$ cat src/rtl/carry_bypass_adder_pkg.sv
// Shared defaults for the carry-bypass adder and its ripple/bypass blocks.
package carry_bypass_adder_pkg;

    // Operand and sum width.
    localparam int CBA_WIDTH = 32;

    // Bits per ripple/bypass block.
    localparam int CBA_BLOCK = 4;

endpackage : carry_bypass_adder_pkg

$ cat src/rtl/carry_bypass_block.sv
// One BLOCK-bit ripple-carry slice with a carry-bypass mux on its carry-out.
// When every bit of the slice propagates, the block carry-in is forwarded
// straight to the carry-out instead of waiting for the internal ripple.
module carry_bypass_block
    import carry_bypass_adder_pkg::*;
#(
    parameter int BLOCK = CBA_BLOCK
) (
    input  logic [BLOCK-1:0] a,
    input  logic [BLOCK-1:0] b,
    input  logic             ci,
    output logic [BLOCK-1:0] s,
    output logic             co
);

    logic [BLOCK-1:0] p;
    logic [BLOCK-1:0] g;
    logic [BLOCK:0]   c;
    logic             blk_p;

    assign p     = a ^ b;
    assign g     = a & b;
    assign blk_p = &p;

    // Ripple the carry bit by bit from the block carry-in.
    always_comb begin
        c    = '0;
        c[0] = ci;
        for (int i = 0; i < BLOCK; i++) begin
            c[i+1] = g[i] | (p[i] & c[i]);
        end
    end

    assign s  = p ^ c[BLOCK-1:0];

    // Bypass: an all-propagate block passes its carry-in through directly.
    assign co = blk_p ? ci : c[BLOCK];

endmodule : carry_bypass_block

$ cat src/rtl/carry_bypass_adder.sv
// Carry-bypass adder: WIDTH/BLOCK ripple blocks chained through their bypass
// carry-outs, with {cout, sum} captured in an output register.
// Handshake: none. There is no valid/ready pair; a new operation is accepted
// on every rising edge and its result is visible after that edge, one cycle
// of latency, until the next edge.
module carry_bypass_adder
    import carry_bypass_adder_pkg::*;
#(
    parameter int WIDTH = CBA_WIDTH,
    parameter int BLOCK = CBA_BLOCK
) (
    input  logic             clk,
    input  logic             rst_n,
    input  logic [WIDTH-1:0] a,
    input  logic [WIDTH-1:0] b,
    input  logic             cin,
    output logic [WIDTH-1:0] sum,
    output logic             cout
);

    localparam int NBLK = WIDTH / BLOCK;

    // Blocks must tile the operand exactly.
    generate
        if ((WIDTH % BLOCK) != 0) begin : g_bad_block
            $error("carry_bypass_adder: WIDTH must be a multiple of BLOCK");
        end
    endgenerate

    // Carry between blocks: carry[k] enters block k, carry[NBLK] is the final carry.
    logic             carry [0:NBLK];
    logic [WIDTH-1:0] sum_d;
    logic             cout_d;
    logic [WIDTH-1:0] sum_q;
    logic             cout_q;

    assign carry[0] = cin;

    generate
        for (genvar k = 0; k < NBLK; k++) begin : g_blk
            carry_bypass_block #(
                .BLOCK(BLOCK)
            ) u_blk (
                .a (a[k*BLOCK +: BLOCK]),
                .b (b[k*BLOCK +: BLOCK]),
                .ci(carry[k]),
                .s (sum_d[k*BLOCK +: BLOCK]),
                .co(carry[k+1])
            );
        end
    endgenerate

    assign cout_d = carry[NBLK];

    // Output register; reset wins over the sampled inputs and clears the result.
    always_ff @(posedge clk) begin
        if (!rst_n) begin
            sum_q  <= '0;
            cout_q <= 1'b0;
        end else begin
            sum_q  <= sum_d;
            cout_q <= cout_d;
        end
    end

    assign sum  = sum_q;
    assign cout = cout_q;

endmodule : carry_bypass_adder

$ cat config.mk
export PLATFORM = sky130hd
export DESIGN_NAME = carry_bypass_adder
export DESIGN_NICKNAME = d
export VERILOG_FILES = /design/src/rtl/carry_bypass_adder_pkg.sv /design/src/rtl/carry_bypass_block.sv /design/src/rtl/carry_bypass_adder.sv
export SDC_FILE = /design/constraint.sdc
export NUM_CORES = 1
export LEC_CHECK = 0
export CORE_ASPECT_RATIO = 1.25
export CORE_UTILIZATION = 35
export CTS_BUF_LIST = sky130_fd_sc_hd__clkbuf_8
export CTS_CLUSTER_DIAMETER = 200
export CTS_CLUSTER_SIZE = 12
export DETAILED_ROUTE_END_ITERATION = 12
export PLACE_DENSITY = 0.77
export REMOVE_ABC_BUFFERS = 1
export SLEW_MARGIN = 30
export SYNTH_ARGS = -nofsm -noshare
export SYNTH_HDL_FRONTEND = slang
export SYNTH_SLANG_ARGS = --single-unit
$ cat constraint.sdc
create_clock -name clk -period 23.4 [get_ports clk]
set_input_delay 3.51 -clock clk [delete_from_list [all_inputs] [get_ports clk]]
set_output_delay 3.51 -clock clk [all_outputs]
set_load 0.02 [all_outputs]
==> flow_summary.ini, run 1 <==
[placement]
number_of_input_and_output_port_buffers_inserted = 99
finalWeightedCongestion = 0.728
dp.final_hpwl_mm = 3.72
dp_worst_setup_slack_ns = 4.87

[synthesis]
synth.cell_area_um2 = 2130
fraction_of_registers_with_async_set_reset_pct = 0
dominant_combinational_cell_family_by_area_after_synthesis = adder cells
synth_common_cells = sky130_fd_sc_hd__dfxtp_1, sky130_fd_sc_hd__fa_1, sky130_fd_sc_hd__ha_1, sky130_fd_sc_hd__and2_1, sky130_fd_sc_hd__inv_1
synth-compound-area-share_pct = 1.94
synth_simple_gate_area_share_pct = 14.6
netlist.area_leader.share_pct = 31.0
synthesis.instances = 172
postSynthRegisterBits = 33
synthAdderAreaFrac_pct = 48.9
number_of_synthesized_flops_with_an_enable_pin = 0
count_leader_synth = sky130_fd_sc_hd__dfxtp_1
synth_flop_cell = sky130_fd_sc_hd__dfxtp_1
synth.largest_area_cell = sky130_fd_sc_hd__dfxtp_1
yosys_warnings = 0
syn-mean-instance-area_um2 = 12.4
seq_area_frac_synth_pct = 31.0
yosys.area_share.xor_xnor_pct = 0
yosys-top-cells-area = sky130_fd_sc_hd__dfxtp_1, sky130_fd_sc_hd__fa_1, sky130_fd_sc_hd__ha_1
multiplexer_area_fraction_after_synthesis_pct = 1.47
post_synth_num_cell_types = 19

[clock_network]
clock-sinks = 33
clkSlewWorstSetupHoldPaths_ns = 0.07
cts_buffers = 5
ctsResizeCount = 0
tritoncts_clock_tree = built
max-clock-path-buffers = 2
cts-root-buf = sky130_fd_sc_hd__clkbuf_8
post_cts_hold_buffer_count = 0
setup_repair_bufs_after_cts = 0
h-tree-depth = 2

[min_path]
worst_hold_path_type = input pin to flip-flop
holdPathStages = 3
whs_endpoint = cout$_SDFF_PN0_
hp-start = rst_n

[drt]
antenna_violating_nets_post_route = 0
drt_iter0_drc = 28
detailroute.via_count = 1560
wl_mm = 4.45
via_per_inst = 4.56
drt-pass1-iter-count = 4
average_detailed_routed_wire_length_per_instance_um = 13.0
drcViolationCount = 0

[layout]
syn_to_final_growth_pct = 55.1
layout.core_utilization_pct = 56.8
num-nets-final = 406
diodes = 0
fraction_of_final_layout_cells_with_drive_strength_greater_than_1_pct = 3.26
nFillCells = 490

[setup_path]
cp_slowest_cell = sky130_fd_sc_hd__clkdlybuf4s50_1
worst_path_largest_cell_delay_ns = 0.43
critPathArrivalTime_ns = 18.38
cp_common_cell = sky130_fd_sc_hd__fa_1
start_kind = input pin
end_kind = flip-flop
wp_data_required_ns = 23.62
crit_path_max_fanout = 3
timing_worst_setup_path_type = input pin to flip-flop

[sta]
pnr_worst_setup_slack_ns = 5.24
setup-tns-final_ns = 0
maxSlewHeadroom_pct = 69.2
final_min_period_over_clock_period_pct = 77.6
max_freq_mhz = 55.1
final_setup_violation_count = 0
rsz0062_at_grt = false
layout_min_cycle_time_ns = 18.16
max_slew.worst_pin.slew_ns = 0.458
slew_violations = 0
timing_hold_violations_final = 0

[grt]
grt_pass1_vias = 1612
groute.layer.met3.usage_pct = 4.28
grt_start_max_net_pins = 34
grt_pass1_wl_mm = 7.09
grt_util_all_layers_pct = 14.8
grt_use_met2_pct = 27.5
groute.layer.met1.usage_pct = 15.4
overflow = 0
initial_antenna_violation_count = 0
gr_busiest_metal = met2

[power_and_ir_drop]
power.share.sequential_pct = 35.7
power.share.combinational_pct = 34.7
clock_power_share_pct = 29.7
p_leak_uw = 0.00141
intPower_uw = 133
power_density_nw_per_um2 = 55.9
power.switching_fraction_pct = 28.0
p_sw_uw = 51.8
worst_ir_drop_vdd_mv = 0.0238

[floorplanning]
placement_rows = 31
die_height_um = 89.2
floorplan.initialDensity_pct = 36.6
die-area_um2 = 6410
fp.coreArea_um2 = 5820
die_width_um = 71.8
ios = 100

[status]
status = completed

[flow_run]
drv.max_cap_violation_count = 0
[layout by cell type (no fill, tap or decap)]
master	n
sky130_fd_sc_hd__inv_1	10
sky130_fd_sc_hd__dfxtp_1	33
sky130_fd_sc_hd__clkdlybuf4s50_1	98
sky130_fd_sc_hd__nand2_1	6
sky130_fd_sc_hd__mux2_2	1
sky130_fd_sc_hd__a211oi_1	1
sky130_fd_sc_hd__nor2b_1	3
sky130_fd_sc_hd__and4_1	2
sky130_fd_sc_hd__o21ai_0	2
sky130_fd_sc_hd__o22a_1	1
sky130_fd_sc_hd__nor3_1	2
sky130_fd_sc_hd__buf_2	1
sky130_fd_sc_hd__nor2_1	3
sky130_fd_sc_hd__nand2b_1	1
sky130_fd_sc_hd__and2_1	30
sky130_fd_sc_hd__mux2i_1	2
sky130_fd_sc_hd__fa_1	32
sky130_fd_sc_hd__nand4_1	6
sky130_fd_sc_hd__ha_1	32
sky130_fd_sc_hd__clkbuf_8	6
sky130_fd_sc_hd__bufinv_16	1
sky130_fd_sc_hd__a21oi_1	3
[per-stage QoR]
step	power, uW	area (um2)	cells	hold slack (ns)
after floorplan	95.5	2120	169	3.63
after global placement	130	3190	334	4.27
after detailed placement	132	3190	334	4.27
after CTS	188	3310	342	3.96
after global routing	197	3300	342	3.75
final	185	3300	342	3.68
[critical path, delay by kind of cell]
family / cells / cell delay (ns)
fa+ha+maj: 32 / 12.18
mux: 2 / 0.56
compound gates: 4 / 0.57
simple gates: 7 / 0.73
buf+inv: 6 / 0.83
[state kept, by name (all words and copies together), names as in the netlist]
name and count:
sum 32, cout 1
[routing by layer]
layer	up-vias	share of wire, %
met2	54	55
met4	0	2.0
met3	9	5.8
met5	-	0
li1	742	-
met1	755	37
[power groups by stage]
stage          combinational [uW]  clock (uW)  sequential [uW]
3_3_place_gp                 63.4           0             66.9
4_1_cts                      65.4        56.2             65.9
3_5_place_dp                 64.9           0             67.2
6_report                     64.0        54.8             65.9
2_1_floorplan                18.2           0             77.3
5_1_grt                      71.8        59.1             66.4
[how the worst max path moves through the flow]
| stage | startpoint | to | slack [ns] |
|---|---|---|---|
| 4_1_cts | a[0] | sum[31]$_SDFF_PN0_ | 5.18 |
| 5_1_grt | a[0] | sum[31]$_SDFF_PN0_ | 4.48 |
| 6_report | a[0] | sum[31]$_SDFF_PN0_ | 5.24 |
| 2_1_floorplan | a[0] | sum[31]$_SDFF_PN0_ | 6.19 |
| 3_5_place_dp | a[0] | sum[31]$_SDFF_PN0_ | 4.87 |
| 3_3_place_gp | a[0] | sum[31]$_SDFF_PN0_ | 5.13 |
[logic make-up (layout without fill, tap and decap cells)]
logic type,count (synthesis),in the layout
adder cells (fa/ha/maj),64,64
AND/OR/NAND/NOR,53,53
multiplexers,3,3
buffers and inverters,12,116
AO/OA/AOI/OAI,7,7
flip-flops,33,33
[cell type report]
cell class | count | area (um2) | area share [%]
Timing Repair Buffer | 99 | 986 | 29.8
Clock inverter | 2 | 33.8 | 1.02
Inverter | 9 | 33.8 | 1.02
Sequential cell | 33 | 661 | 20.0
Multi-Input combinational cell | 127 | 1430 | 43.1
Tap cell | 66 | 82.6 | 2.50
Clock buffer | 6 | 82.6 | 2.50
Note: power is estimated with default switching activity, not from simulation.
==> run 2, diff against run 1 <==
--- a/config.mk
+++ b/config.mk
@@ -11,7 +11,7 @@
 export CTS_CLUSTER_DIAMETER = 200
 export CTS_CLUSTER_SIZE = 12
 export DETAILED_ROUTE_END_ITERATION = 12
-export PLACE_DENSITY = 0.77
+export PLACE_DENSITY = 0.8
 export REMOVE_ABC_BUFFERS = 1
 export SLEW_MARGIN = 30
 export SYNTH_ARGS = -nofsm -noshare
==> constraint.sdc (replaced) <==
create_clock -name clk -period 15.4 [get_ports clk]
set_input_delay 2.31 -clock clk [delete_from_list [all_inputs] [get_ports clk]]
set_output_delay 2.31 -clock clk [all_outputs]
set_load 0.02 [all_outputs]
==> flow_summary.ini, run 2 (synthesized netlist as in run 1, its figures left out) <==
[floorplanning]
ios = 100
floorplan.initialDensity_pct = 36.6
fp.coreArea_um2 = 5820
die_height_um = 89.2
die_width_um = 71.8
placement_rows = 31
die-area_um2 = 6410

[clock_network]
h-tree-depth = 2
max-clock-path-buffers = 2
post_cts_hold_buffer_count = 0
cts_buffers = 5
clkSlewWorstSetupHoldPaths_ns = 0.06
clock-sinks = 33
tritoncts_clock_tree = built
cts-root-buf = sky130_fd_sc_hd__clkbuf_8

[grt]
overflow = 0
grt_pass1_wl_mm = 8.39
initial_antenna_violation_count = 0
grt_util_all_layers_pct = 17.6
grt_start_max_net_pins = 34
grt_pass1_vias = 1931

[layout]
final_common_cell = sky130_fd_sc_hd__clkdlybuf4s50_1
num-nets-final = 453
largest_reg_flops = 32
leading_cell_types_in_the_layout_fill_and_taps_excluded = sky130_fd_sc_hd__clkdlybuf4s50_1, sky130_fd_sc_hd__buf_4, sky130_fd_sc_hd__dfxtp_1, sky130_fd_sc_hd__ha_1, sky130_fd_sc_hd__fa_2
syn_to_final_growth_pct = 76.7
fraction_of_final_layout_cells_with_drive_strength_greater_than_1_pct = 31.4
nFillCells = 456
fin_area_um2 = 3760
diodes = 0

[setup_path]
end_kind = flip-flop
cp_common_cell = sky130_fd_sc_hd__fa_2
critical_path.top_delay_family = adder cells
timing_worst_setup_path_type = input pin to flip-flop
crit_path_max_fanout = 2
wp_data_required_ns = 15.61
start_kind = input pin
cp_slowest_cell = sky130_fd_sc_hd__fa_1
worst_path_largest_cell_delay_ns = 0.40
critPathArrivalTime_ns = 15.45
critical_path_startpoint = a[0]
critical_path.n_buffers_inverters = 7

[sta]
maxSlewHeadroom_pct = 39.8
layout_min_cycle_time_ns = 15.24
max_freq_mhz = 65.6
slew_violations = 0
final_min_period_over_clock_period_pct = 99.0
timing_hold_violations_final = 0
max_slew.worst_pin.slew_ns = 0.901
final_setup_violation_count = 0
rsz0062_at_grt = true

[min_path]
worst_hold_path_type = input pin to flip-flop
holdPathStages = 4
hp-start = cin
whs_endpoint = sum[0]$_SDFF_PN0_

[placement]
finalWeightedCongestion = 0.783
number_of_input_and_output_port_buffers_inserted = 99
placedInstanceArea_um2 = 3260
dp.final_hpwl_mm = 3.92

[drt]
average_detailed_routed_wire_length_per_instance_um = 13.9
detailroute.via_count = 1761
via_per_inst = 4.54
drt-pass1-iter-count = 3
wl_mm = 5.39
drt_iter0_drc = 31
drcViolationCount = 0
antenna_violating_nets_post_route = 0

[flow_run]
drv.max_cap_violation_count = 0

[status]
status = completed

[power_and_ir_drop]
p_leak_uw = 0.00163
power_density_nw_per_um2 = 77.3
worst_ir_drop_vdd_mv = 0.0460
post-layout-total-power_uw = 291
==> run 2: cell types whose count changed in the layout (fill, tap and decap cells not counted), moves of 2 or more <==
| cell | change |
|---|---|
| sky130_fd_sc_hd__inv_1 | -5 |
| sky130_fd_sc_hd__fa_2 | +31 |
| sky130_fd_sc_hd__dlymetal6s2s_1 | +2 |
| sky130_fd_sc_hd__nand2_1 | -3 |
| sky130_fd_sc_hd__buf_6 | +4 |
| sky130_fd_sc_hd__clkdlybuf4s50_1 | -4 |
| sky130_fd_sc_hd__fa_1 | -31 |
| sky130_fd_sc_hd__a21oi_1 | -2 |
| sky130_fd_sc_hd__buf_4 | +46 |
| sky130_fd_sc_hd__inv_2 | +3 |
| sky130_fd_sc_hd__a21oi_2 | +2 |
| sky130_fd_sc_hd__nand2_2 | +3 |
| sky130_fd_sc_hd__inv_4 | +2 |
==> run 2: what timing repair did <==
item                       4_1_cts  5_1_grt
resized for setup               41       25
cloned                           0        0
setup buffers                   35        4
setup endpoints to repair        5        3
pin swaps                        7        6
==> run 2: report_power, final <==
part	total (uW)	leakage (uW)	switching, uW	internal (uW)
sequential	100	0.000275	2.86	97.2
clock	64.3	0.0000485	29.5	34.8
combinational	127	0.00131	53.3	73.5
==> run 2: worst min-delay path: cells and delay by family <==
family | cells | cell delay, ns
buffers and inverters | 2 | 0.14
and+or+nand+nor | 1 | 0.04
adders and majority gates | 1 | 0.19
==> run 2: stage by stage <==
step / setup slack [ns] / hold WS, ns / cells / util [%] / TNS (ns)
3_3_place_gp: -1.50 / 3.06 / 343 / 56.0 / -5.37
6_report: 0.160 / 2.44 / 388 / 64.7 / 0
2_1_floorplan: -0.612 / 2.43 / 169 / - / -1.41
3_5_place_dp: -1.70 / 3.08 / 343 / 56.0 / -6.32
5_1_grt: -0.259 / 2.45 / 388 / 64.7 / -0.499
4_1_cts: 0.0439 / 2.62 / 385 / 63.6 / 0
==> run 2: area by class of cell <==
type | instances | area (um2) | area share, %
Clock inverter | 1 | 3.75 | 0.0997
Multi-Input combinational cell | 127 | 1540 | 40.9
Timing Repair Buffer | 146 | 1360 | 36.0
Tap cell | 66 | 82.6 | 2.19
Clock buffer | 6 | 82.6 | 2.19
Sequential cell | 33 | 661 | 17.5
Inverter | 9 | 38.8 | 1.03
==> run 2: metal layers <==
layer	global-route usage (%)	vias to the layer above	wire length, um
li1	-	835	-
met1	15.9	850	1820
met2	36.1	63	3170
met3	2.93	13	222
met4	10.2	0	172
met5	0	-	0
==> run 2: worst max-delay path by stage <==
stage / cells after the start / endpoint
final: 52 / sum[31]$_SDFF_PN0_
after floorplan: 50 / sum[31]$_SDFF_PN0_
after global routing: 52 / sum[31]$_SDFF_PN0_
after global placement: 51 / sum[31]$_SDFF_PN0_
after detailed placement: 51 / sum[31]$_SDFF_PN0_
after CTS: 51 / sum[31]$_SDFF_PN0_
